## config.mk

```make
export PLATFORM = sky130hd
export DESIGN_NAME = game_ctrl
export DESIGN_NICKNAME = d
export VERILOG_FILES = /design/src/rtl/game_ctrl.sv
export SDC_FILE = /design/constraint.sdc
export NUM_CORES = 1
export LEC_CHECK = 0
export BUFFER_PORTS_ARGS = -buffer_cell sky130_fd_sc_hd__buf_2
export CAP_MARGIN = 20
export CORE_MARGIN = 5
export CORE_UTILIZATION = 60
export CTS_BUF_LIST = sky130_fd_sc_hd__clkbuf_8
export DETAILED_ROUTE_END_ITERATION = 16
export HOLD_SLACK_MARGIN = 0.05
export PLACE_DENSITY = 0.81
export SLEW_MARGIN = 25
export SYNTH_ARGS = -nofsm -noshare
export SYNTH_HDL_FRONTEND = slang
export SYNTH_SLANG_ARGS = --single-unit
```

## constraint.sdc

```tcl
create_clock -name clk -period 2.45 [get_ports clk]
set_input_delay 0.1225 -clock clk [delete_from_list [all_inputs] [get_ports clk]]
set_output_delay 0.1225 -clock clk [all_outputs]
set_load 0.01 [all_outputs]
```

## src/rtl/game_ctrl.sv

```systemverilog
// game_ctrl: round timer, pad edge detection and fixed-priority hit arbiter
// for a drum-pad game. Optional pause support is compiled in with the macro
// GAME_PAUSE_EN, which adds the pause_btn input and the PAUSED state.
module game_ctrl #(
  parameter int unsigned CLK_HZ    = 25_000_000,
  parameter int unsigned ROUND_SEC = 30
) (
  input  logic       clk,
  input  logic       rst_n,
  input  logic       start,
`ifdef GAME_PAUSE_EN
  input  logic       pause_btn,
`endif
  input  logic       kick_btn,
  input  logic       snare_btn,
  input  logic       hat_btn,
  output logic       kick_hit,
  output logic       snare_hit,
  output logic       hat_hit,
  output logic [5:0] timer_seconds,
  output logic [1:0] state,
  output logic [9:0] hit_count
);

  localparam int unsigned PW        = $clog2(CLK_HZ);
  localparam logic [PW-1:0] PRESC_MAX = PW'(CLK_HZ - 1);
  localparam logic [5:0] ROUND_LOAD = 6'(ROUND_SEC);

  typedef enum logic [1:0] {
    IDLE   = 2'd0,
    PLAY   = 2'd1,
    DONE   = 2'd2,
    PAUSED = 2'd3
  } state_t;

  state_t        st, st_next;
  logic [PW-1:0] presc, presc_next;
  logic [5:0]    timer, timer_next;
  logic [9:0]    count, count_next;
  // Pad vectors are ordered {kick, snare, hat}, i.e. highest priority first.
  logic [2:0]    pend, pend_next;
  logic [2:0]    pad_prev;
  logic          start_prev;
  logic [2:0]    pad_edge;
  logic          start_edge;
  logic          pause_edge;
  logic [2:0]    issue;

  assign pad_edge   = {kick_btn, snare_btn, hat_btn} & ~pad_prev;
  assign start_edge = start & ~start_prev;

  // Edge-detector history; resets high so inputs held through reset give no edge
  always_ff @(posedge clk) begin
    if (!rst_n) begin
      pad_prev   <= '1;
      start_prev <= 1'b1;
    end else begin
      pad_prev   <= {kick_btn, snare_btn, hat_btn};
      start_prev <= start;
    end
  end

`ifdef GAME_PAUSE_EN
  logic pause_prev;

  assign pause_edge = pause_btn & ~pause_prev;

  // Pause button history for its rising-edge detector
  always_ff @(posedge clk) begin
    if (!rst_n) pause_prev <= 1'b1;
    else        pause_prev <= pause_btn;
  end
`else
  assign pause_edge = 1'b0;
`endif

  // State, prescaler, timer, hit counter and pending-bit registers
  always_ff @(posedge clk) begin
    if (!rst_n) begin
      st    <= IDLE;
      presc <= '0;
      timer <= ROUND_LOAD;
      count <= '0;
      pend  <= '0;
    end else begin
      st    <= st_next;
      presc <= presc_next;
      timer <= timer_next;
      count <= count_next;
      pend  <= pend_next;
    end
  end

  // Next-state, round timing, arbitration and pending-bit update
  always_comb begin
    st_next    = st;
    presc_next = presc;
    timer_next = timer;
    count_next = count;
    issue      = '0;

    case (st)
      IDLE: begin
        timer_next = ROUND_LOAD;
        if (start_edge) begin
          st_next    = PLAY;
          presc_next = '0;
          count_next = '0;
        end
      end
      PLAY: begin
        if (presc == PRESC_MAX) begin
          presc_next = '0;
          timer_next = timer - 6'd1;
          if (timer == 6'd1) st_next = DONE;
        end else begin
          presc_next = presc + 1'b1;
        end
        // The final wrap into DONE takes precedence over a pause request;
        // otherwise a pause freezes the count in the cycle it is seen.
        if (st_next != DONE && pause_edge) begin
          st_next    = PAUSED;
          presc_next = presc;
          timer_next = timer;
        end
      end
      DONE: begin
        timer_next = '0;
        if (start_edge) begin
          st_next    = PLAY;
          presc_next = '0;
          timer_next = ROUND_LOAD;
          count_next = '0;
        end
      end
      PAUSED: begin
        if (pause_edge) st_next = PLAY;
      end
    endcase

    // Hits only go out while staying in IDLE or PLAY
    if ((st == IDLE || st == PLAY) && (st_next == IDLE || st_next == PLAY)) begin
      if (pend[2])      issue = 3'b100;
      else if (pend[1]) issue = 3'b010;
      else if (pend[0]) issue = 3'b001;
    end

    if (st == PLAY && issue != '0 && count != 10'h3FF) count_next = count + 10'd1;

    // A fresh edge re-sets a bit being issued in the same cycle, so no hit is lost
    if (st == DONE || st == PAUSED || st_next == DONE || st_next == PAUSED) begin
      pend_next = '0;
    end else begin
      pend_next = (pend & ~issue) | pad_edge;
    end
  end

  assign {kick_hit, snare_hit, hat_hit} = issue;
  assign timer_seconds = timer;
  assign state         = st;
  assign hit_count     = count;

endmodule

```

==> summary.txt <==
Clock network
  – Worst skew pair latency: 0.30 ns
  – TritonCTS Buffers: 5
  – CTS tree: yes
  – Sink Count: 50
  – Clk slew on worst S/H paths: 0.09 ns
  – CTS Buffer Depth: 2
  – Clk root buf: clkbuf_8
  – H-tree Lvls: 2

Synthesis
  – Top cells by area, synth: dfxtp_1, ha_1, a21oi_1
  – Cells after Synth: 341
  – Syn Std Cell Area: 2860 sq um
  – Largest area contributor in the netlist: dfxtp_1
  – Seq cells post-synth: 50
  – Yosys cell types: 62
  – Syn Nets: 356
  – Post-synth top area share: 0.350
  – Most used DFF post-synth: dfxtp_1
  – Avg Cell Area, Syn: 8.38 sq um
  – YS warnings: 0
  – Seq/Total Area, Yosys: 0.350
  – Async SR Flop Fraction: 0
  – Post-synth EDFFs: 0

Power and ir drop
  – Clock power frac: 0.335
  – Pwr per Cell Area: 430 nW/um^2
  – Register share of total power: 0.606
  – Sw frac: 0.236
  – Psw: 323 uW
  – Internal power: 1.05 mW
  – Comb power frac: 0.060
  – P_leak: 1.23 nW
  – Peak supply drop: 0.000324 V
  – PnR Total Power: 1.37 mW

Timing
  – Achievable frequency: 437 MHz
  – Endpoints failing hold: 0
  – Skew final: 0.00763 ns
  – Final count of negative-setup-slack endpoints: 0
  – Max_slew headroom: 0.659
  – Unrepaired setup endpoints after global routing: false
  – Setup_tns: 0 ns
  – Slew Limit Fails: 0
  – Final period utilization: 0.935
  – Worst slew pin tran: 0.512 ns
  – Tmin final: 2.29 ns

Critical path
  – Worst EP arrival: 2.17 ns
  – Reg2Reg Depth: 7
  – Levels on crit path: 5
  – Critical Path Sink Type: primary output
  – CP delay by family, top: simple AND/OR/NAND/NOR gates
  – Required time of the critical path: 2.33 ns
  – Critical Path Max Stage Delay: 0.42 ns
  – Buf+Inv Stages, Crit Path: 1
  – Critical Path, Cell by Cell: nor4_4 -> nor4b_4 -> and3_1 -> nor4_1 -> buf_2
  – Slowest-stage cell, CP: and3_1
  – FF-to-FF setup slack: 0.17 ns
  – Critical Path Start Type: flop
  – Crit-path max FO: 8
  – Kind of critical path: reg -> out

Detailed routing
  – Number of detailed-route iterations in the first pass: 5
  – WL final: 6540 um
  – Vias: 2700
  – DRC: 0
  – Final antenna-violating net count: 0
  – Per-cell routed wire length: 15.3 um
  – Initial DRC count: 275
  – Via-per-instance ratio: 6.32

Placement
  – Placer Congestion: 0.885
  – IO Port Bufs: 26
  – DP Wirelength: 4660 um
  – Dpl cells: 415

Final layout
  – Share of cells above drive strength 1: 0.166
  – Total inserted antenna cells: 0
  – Most frequent cells in the layout: dfxtp_1, buf_2, nand2_1
  – Layout Area Growth over Synthesis: 11.4%
  – Most common cell after layout, fill and taps aside: dfxtp_1
  – Layout Nets: 388
  – Post-Layout Cell Count: 427

GRT
  – GRT Residual Overflow: 0
  – First-pass GRT wire length: 11500 um
  – Total track usage: 0.223
  – Initial antenna violation count: 0
  – Largest net degree at the start of global routing: 32
  – Vias in the first global route: 2515

Floorplan
  – Io pins: 27
  – Num rows: 25
  – Starting density of the core: 0.613
  – Core Footprint: 4660 sq um
  – Die area: 6250 sq um
  – Die Ht: 79.0 um
  – Die W: 79.0 um

Min path
  – HP Class: in -> reg
  – Hold path cells: 2

Outcome
  – Status: finished clean

Run
  – MaxCap Viol Count: 0
==> state kept, by name, indices dropped and copies added (netlist names) <==
register,count
presc,25
hit_count,10
timer_seconds,6
pad_prev,3
pend,3
state,2
start_prev,1
==> worst paths after layout <==
check / end / from
min: pad_prev[1] / rst_n
max: hat_hit / presc[6]
min reg2reg: presc[24] / presc[24]
max reg2reg: presc[15] / state[0]
==> cells in the mapped netlist (2+ instances only) <==
library cell and n:
dfxtp_1 50, nand2_1 25, a21oi_1 21, nand3_1 21, nor2_1 21, inv_1 19, nand4_1 15, a31oi_1 14
o21ai_0 14, nand2b_1 11, ha_1 9, and3_1 8, or3_1 7, and4_1 6, clkbuf_1 6, nor2b_1 6
xnor2_1 6, buf_2 5, o221ai_1 5, a21o_1 4, a22o_1 4, and2_1 4, nor4_1 4, o211ai_1 4
a21boi_0 3, nor3_1 3, nor4b_1 3, xor2_1 3, a21boi_1 2, a41oi_1 2, buf_4 2, nand3_2 2
nor4_4 2, o31ai_1 2
==> through the flow <==
stage,hold slack [ns],worst slack (ns),util,instance area [sq um]
global route,0.293,0.0235,0.683,3190
global placement,0.323,0.293,0.654,3050
detailed placement,0.328,0.218,0.654,3050
CTS,0.252,0.0749,0.681,3170
floorplan,0.224,0.206,-,2860
finish,0.257,0.159,0.683,3190
==> power groups by stage <==
| stage | sequential (mW) | combinational, mW | clock [mW] |
|---|---|---|---|
| after CTS | 0.829 | 0.0799 | 0.475 |
| after global routing | 0.831 | 0.0907 | 0.504 |
| after floorplan | 0.847 | 0.0504 | 0 |
| after detailed placement | 0.848 | 0.0744 | 0 |
| final | 0.829 | 0.0815 | 0.458 |
| after global placement | 0.847 | 0.0725 | 0 |
==> area by class of cell <==
cell class	count	area, sq um
multi-input cells	259	1740
fillers	366	1480
flip-flops and latches	50	1000
repair buffers	38	230
inverters	19	71.3
clock buffers	5	68.8
well taps	54	67.6
clock inverters	2	11.3
==> routing by layer <==
layer	vias up	track usage	part of all wire
li1	1331	-	-
met1	1286	0.300	0.46
met4	0	0.0584	0.014
met5	-	0	0
met3	10	0.0397	0.043
met2	73	0.369	0.48
==> worst register-to-register path: stages (launching register included) <==
cell and delay (ns):
dfxtp_1 0.47, inv_1 0.13, ha_1 0.27, or2_2 0.34, a21oi_1 0.32, nand2_1 0.36
o21ai_1 0.19, a22o_1 0.15
==> repair_timing <==
item / in CTS / in global routing
pin swaps: 1 / 0
endpoints found under the hold margin: 4 / 0
setup endpoints to repair: 3 / 2
hold buffers: 4 / 0
gates cloned: 0 / 0
gates resized for setup: 1 / 4
buffers inserted: 1 / 0
==> kinds of logic (layout without fill, tap and decap cells) <==
kind of cell / after synthesis / in the layout / synth area share
AO/OA/AOI/OAI: 88 / 88 / 0.210
multiplexers: 1 / 1 / 0.00350
buffers and inverters: 32 / 64 / 0.0468
AND/OR/NAND/NOR: 152 / 152 / 0.323
flip-flops: 50 / 50 / 0.350
adder cells (fa/ha/maj): 9 / 9 / 0.0394
XOR/XNOR: 9 / 9 / 0.0276
Power figures use the tool's default switching activity.
